## src/rtl/split_poly_even_odd_pkg.sv

```systemverilog
// Shared constants for the even/odd polynomial splitter.
// Holds the default width, derived sizes and FSM state encodings.
package split_poly_even_odd_pkg;

    localparam int DAT_W_DEF = 144;
    localparam int HALF_W    = DAT_W_DEF / 2;
    localparam int CNT_W     = $clog2(HALF_W + 1);

    localparam logic [1:0] IDLE = 2'd0;
    localparam logic [1:0] BUSY = 2'd1;
    localparam logic [1:0] DONE = 2'd2;

endpackage

```

## src/rtl/split_poly_even_odd_shift_unit.sv

```systemverilog
// Two-bit-per-cycle shift register feeding the even/odd accumulators.
// Bit 0 of each vector is its most significant end.
module split_shift_unit
    import split_poly_even_odd_pkg::*;
#(
    parameter int DAT_W = DAT_W_DEF
) (
    input  logic             clk,
    input  logic             rst_b,
    input  logic             load,
    input  logic             shift,
    input  logic [0:DAT_W-1] data,
    output logic [0:DAT_W-1] first,
    output logic [0:DAT_W-1] second
);

    logic [0:DAT_W-1] sreg;

    always_ff @(posedge clk or negedge rst_b) begin
        if (!rst_b) begin
            sreg   <= '0;
            first  <= '0;
            second <= '0;
        end else if (load) begin
            sreg   <= data;
            first  <= '0;
            second <= '0;
        end else if (shift) begin
            // Index 0 is the top: shifting left moves bits toward index 0.
            sreg   <= {sreg[2:DAT_W-1], 2'b00};
            first  <= {first[1:DAT_W-1], sreg[1]};
            second <= {second[1:DAT_W-1], sreg[0]};
        end
    end

endmodule

```

## src/rtl/split_poly_even_odd.sv

```systemverilog
// Splits P into P0/P1 with P = P0^2 + x*P1^2, two bits per clock.
// Define SPLIT_DONE_EN to add a one-cycle done pulse output.
module split_poly_even_odd
    import split_poly_even_odd_pkg::*;
#(
    parameter int DAT_W = DAT_W_DEF
) (
    input  logic             clk,
    input  logic             rst_b,
    input  logic             start,
    input  logic [0:DAT_W-1] poly_in,
`ifdef SPLIT_DONE_EN
    output logic             done,
`endif
    output logic [0:DAT_W-1] first_fragment_out,
    output logic [0:DAT_W-1] second_fragment_out
);

    localparam int HW = DAT_W / 2;
    localparam int CW = $clog2(HW + 1);
    localparam logic [CW-1:0] LAST = CW'(HW - 1);

    logic [1:0]    state;
    logic [CW-1:0] cnt;
    logic          load;
    logic          shift;

    assign load  = start && (state != BUSY);
    assign shift = (state == BUSY);

    always_ff @(posedge clk or negedge rst_b) begin
        if (!rst_b) begin
            state <= IDLE;
            cnt   <= '0;
        end else begin
            unique case (state)
                IDLE, DONE: begin
                    if (start) begin
                        state <= BUSY;
                        cnt   <= '0;
                    end
                end
                BUSY: begin
                    cnt <= cnt + 1'b1;
                    if (cnt == LAST) state <= DONE;
                end
                default: state <= IDLE;
            endcase
        end
    end

`ifdef SPLIT_DONE_EN
    always_ff @(posedge clk or negedge rst_b) begin
        if (!rst_b) done <= 1'b0;
        else        done <= shift && (cnt == LAST);
    end
`endif

    split_shift_unit #(.DAT_W(DAT_W)) u_shift (
        .clk    (clk),
        .rst_b  (rst_b),
        .load   (load),
        .shift  (shift),
        .data   (poly_in),
        .first  (first_fragment_out),
        .second (second_fragment_out)
    );

endmodule

```

## config.mk

```make
export PLATFORM = sky130hd
export DESIGN_NAME = split_poly_even_odd
export DESIGN_NICKNAME = d
export VERILOG_FILES = /design/src/rtl/split_poly_even_odd_pkg.sv /design/src/rtl/split_poly_even_odd_shift_unit.sv /design/src/rtl/split_poly_even_odd.sv
export SDC_FILE = /design/constraint.sdc
export NUM_CORES = 1
export LEC_CHECK = 0
export ABC_CLOCK_PERIOD_IN_PS = 4000
export CELL_PAD_IN_SITES_DETAIL_PLACEMENT = 1
export CELL_PAD_IN_SITES_GLOBAL_PLACEMENT = 1
export CORE_UTILIZATION = 25
export CTS_CLUSTER_DIAMETER = 50
export DETAILED_ROUTE_END_ITERATION = 10
export PLACE_DENSITY_LB_ADDON = 0.08
export SYNTH_ARGS = -nofsm -noshare
export SYNTH_HDL_FRONTEND = slang
export SYNTH_SLANG_ARGS = --single-unit
```

## constraint.sdc

```tcl
create_clock -name clk -period 4 [get_ports clk]
set_input_delay 1 -clock clk [delete_from_list [all_inputs] [get_ports clk]]
set_output_delay 1 -clock clk [all_outputs]
set_load 0.02 [all_outputs]
```

# --- Word-level counts from Yosys, hierarchy flattened ---
# Index checks and enable logic that the tools add are counted.
classes:
  n_reduce_logical: 7
  n_mux: 11
  n_addsub: 1
  eq_ne: 6
ops:
  columns: ["cell", "count"]
  rows:
  - ["$mux W144", 6]
  - ["$pmux W7 S2", 1]
  - ["$add A7 B1 Y7 const B", 1]
  - ["$eq A7 B7 Y1 const B", 1]
  - ["$mux W7", 1]
  - ["$mux W2", 2]
  - ["$ne A2 B1 Y1 const B", 2]
  - ["$pmux W2 S2", 1]
  - ["$reduce_and A2 Y1", 2]
  - ["$reduce_bool A2 Y1", 2]
  - ["$eq A2 B1 Y1 const B", 1]
  - ["$eq A2 B2 Y1 const B", 1]
  - ["$logic_not A2 Y1", 1]
  - ["$ne A2 B2 Y1 const B", 1]
  - ["$reduce_or A2 Y1", 1]
  - ["$logic_and A1 B1 Y1", 1]
totals:
  reg_bits: 441

# --- Longest topological paths before layout ---
depth:
  ltp_word: 4
  ltp_mapped: 7
  ltp_nobuf: 4

# --- Modules after synthesis ---
# A second synthesis with hierarchy kept.
hier_totals:
  hier_cells: 1596
  area_unflattened_um2: 18776.8
modules_own_cells:
  columns: ["mod", "instances", "area_per_inst_um2", "seq_area_each_um2", "cells_per_inst"]
  rows:
  - ["split_shift_unit", 1, 18297.5, 10810.4, 1552]
  - ["split_poly_even_odd", 1, 479.2, 225.2, 44]

# --- Worst setup path after synthesis ---
# No wires, ideal clock.
synth_timing:
  path_type: "input to register"
  from: "in start"
  to: "reg u_shift.sreg[28] (netlist bit)"
  setup_time_ps: 133
  cell_stages: 5
  t_required_ps: 3867
  n_path_buf: 3
  path_slack_ps: 2066
  t_arrival_ps: 1800
  path_cell_list: "buf_2 -> buf_4 -> buf_2 -> mux2i_1 -> o21ai_0"
synth_via:
  elab_chain_cells: 2
synth_lines:
  columns: ["element", "line", "source"]
  rows:
  - ["start, declared", "split_poly_even_odd.sv:10", "input logic start,"]
  - ["$logic_and A1 B1 Y1 (*)", "split_poly_even_odd.sv:28", "assign load = start && (state != BUSY);"]
  - ["$mux W144 / $reduce_bool A2 Y1 (equally long branches)", null, null]
  - ["end signal, assigned", "split_poly_even_odd_shift_unit.sv:25", "sreg <= data;"]
  - ["end signal, assigned", "split_poly_even_odd_shift_unit.sv:30", "sreg <= {sreg[2:DAT_W-1], 2'b00};"]
  - ["end, declared", "split_poly_even_odd_shift_unit.sv:17", "logic [0:DAT_W-1] sreg;"]
# Every way passes the cells marked *; elsewhere a longest branch is shown, timed or not.
# A chain may end at the register's enable or synchronous reset.

# --- Worst setup path in the final report ---
layout_timing:
  from: "reg u_shift.second[143] (netlist bit)"
  to: "out second_fragment_out[143] (netlist bit)"
layout_lines:
  columns: ["element", "line", "source"]
  rows:
  - ["start, declared", "split_poly_even_odd_shift_unit.sv:14", "output logic [0:DAT_W-1] second"]
  - ["start signal, assigned", "split_poly_even_odd_shift_unit.sv:32", "second <= {second[1:DAT_W-1], sreg[0]};"]
  - ["end, declared", "split_poly_even_odd.sv:16", "output logic [0:DAT_W-1] second_fragment_out"]
# No word-level cell between the ends.

==> results.toml <==
[route]
vias = 15020
drt_iter0_markers = 722
detail-route-antenna-nets = 0
dr.pass1.iters = 4
routed_wl_um = 61600
drc_errors = 0
wl_per_cell_um = 18.4
avgViaCountPerCell = 4.49

[global_routing]
grt_max_degree = 136
grt_pass1_vias = 16080
gr-total-overflow = 0
grt_first_pass_wirelength_um = 97500
antenna_found_initial = 12
track_usage_pct = 16.0

[place]
port-buffer-count = 434
place_hpwl_um = 39700
dpl_worst_slack_ns = 1.49
gp_congestion = 0.735
dp_cells = 3202
dpl_cell_area_mm2 = 0.0243

[worst_setup_path]
critPathMaxStageDelay_ns = 0.73
r2r-end = "u_shift.sreg[86]"
worstPathArrival_ns = 1.78
crit_chain = "clkdlybuf4s50_1"
timing.rr.start = "state[1]"
required_ns = 3.00
r2r_setup_slack_ns = 1.91
path_buf_inv = 1
cp_top_family = "buffers and inverters"
worst-setup-path-type = "register to output pin"
slowest_stage = "clkdlybuf4s50_1"
cp-start-kind = "register"
rr_worst_depth = 3
end_kind = "output pin"
cp_max_fo = 3

[synthesis]
synth_area_mm2 = 0.0190
synth_edf_count = 0
synth_seq_cells = 441
syn_inst = 1914
yosysTopAreaCellShare_pct = 58.1
syn_nets = 2062
syn_avg_cell_area_um2 = 9.92
netlist_top_cells_count = "726 x nand2_1, 441 x dfrtp_1, 288 x nand3b_1"
synth_top_cell_by_area = "dfrtp_1"
yosys_warnings = 0
synthMostInstantiatedCell = "nand2_1"
ys.flop_type = "dfrtp_1"
ys_seq_area_share_pct = 58.1
synth-async-reset-ratio_pct = 100
synth_area_leaders = "dfrtp_1 58%, nand2_1 14%, nand3b_1 11%"
ys_types = 24

[timing]
setup_tns_ns = 0
finalHoldViolations = 0
finalWorstSetupSlack_ns = 1.22
fmax_mhz = 360
slew_headroom_pct = 44.6
worst_pin_slew_ns = 0.831
fin_crit_sh_pct = 69.5
slew_viol_final = 0
period_minus_slack_ns = 2.78
finalSetupViolCount = 0
rsz0062_at_grt = "false"
final.setup_skew_ns = 0.0151

[power_and_ir_drop]
ir_worst_vdd_v = 0.000297
powerDensity_mw_per_mm2 = 433
power.leakage_nw = 11.9

[die]
start_util_pct = 25.4
die_w_um = 278
num_rows = 100
fp.coreArea_mm2 = 0.0748
die-area_mm2 = 0.0771
floorplan.io_pins = 435
die_h_um = 278

[layout]
stdcell_area_mm2 = 0.0269
area_growth_pct = 41.8
stdcell_count = 3343
fin_nets = 2459
fill_cells = 8361
drive_gt1_share_pct = 7.00

[clock_network]
cts_repair_resize_count = 0
cts_sinks = 441
clk_pin_slew_ns = 0.05
cts_buffers = 76
htree_levels = 3
post_cts_buffers = 0
cts_root_buf = "clkbuf_16"
ctsHoldBuffers = 0
cts_tree = "done"
cts_buffer_depth = 3
clk_latency_ns = 0.59

[run]
drv_cap = 0

[run_status]
status = "complete, no violations"

[hold_path]
min_path_type = "input pin to asynchronous set/reset pin"
## how the worst max path moves through the flow
stage | startpoint | to | slack [ns] | depth (start not counted)
4_1_cts | u_shift.second[143] | second_fragment_out[143] | 1.13 | 1
3_5_place_dp | start | u_shift.sreg[56] | 1.49 | 4
2_1_floorplan | start | u_shift.sreg[28] | 2.07 | 5
6_report | u_shift.second[143] | second_fragment_out[143] | 1.22 | 1
5_1_grt | u_shift.second[143] | second_fragment_out[143] | 1.10 | 1
3_3_place_gp | start | u_shift.sreg[16] | 1.49 | 4
## sequential cells by signal, indices dropped and copies added, names as in the netlist
name	flops
u_shift.first	144
u_shift.second	144
u_shift.sreg	144
cnt	7
state	2
## report_power, final
group          internal (mW)  switching [mW]
sequential              4.47        0.000586
clock                   4.31            2.43
combinational          0.247           0.214
total                   9.03            2.65
## layer usage
metal  GRT usage, %  wire, um
met5              0       104
met1           19.5     25900
met2           27.1     30500
met3           4.33      3420
met4           5.48      1650
## area by class of cell
| type | count | area, um^2 | share of cell area (%) |
|---|---|---|---|
| sequential | 441 | 11000 | 41.0 |
| tap | 969 | 1210 | 4.50 |
| clock inverter | 40 | 484 | 1.80 |
| antenna | 4 | 10.0 | 0.0372 |
| multi-input combinational | 1327 | 7230 | 26.8 |
| clock buffer | 97 | 2160 | 8.03 |
| timing repair buffer | 465 | 4800 | 17.8 |
## layout by cell type (no fill, tap or decap), types with 7 or more instances in the layout
cell type | synthesis | layout
clkinv_2 | 0 | 8
o21ai_0 | 143 | 143
clkinvlp_4 | 0 | 11
dfrtp_1 | 441 | 441
clkdlybuf4s50_1 | 0 | 432
nand2_1 | 726 | 726
clkbuf_8 | 0 | 12
nand3b_1 | 288 | 288
bufinv_16 | 0 | 7
clkbuf_16 | 0 | 79
mux2i_1 | 148 | 148
buf_12 | 0 | 17
buf_4 | 25 | 14
## cell families after synthesis
logic type	synth area share, %
fa+ha+maj	0.0659
flops	58.1
buf+inv	3.85
simple gates	26.3
compound gates	3.92
mux	7.80
## through the flow
step                      hold WS (ns)  util, %  total power [mW]
after detailed placement         0.466     32.5              5.02
after CTS                        0.421     36.0              11.9
after floorplan                  0.438        -              4.71
after global routing             0.449     36.0              12.1
final                            0.423     36.0              11.7
after global placement           0.460     32.5              5.02
Note: power is estimated with default switching activity, not from simulation.
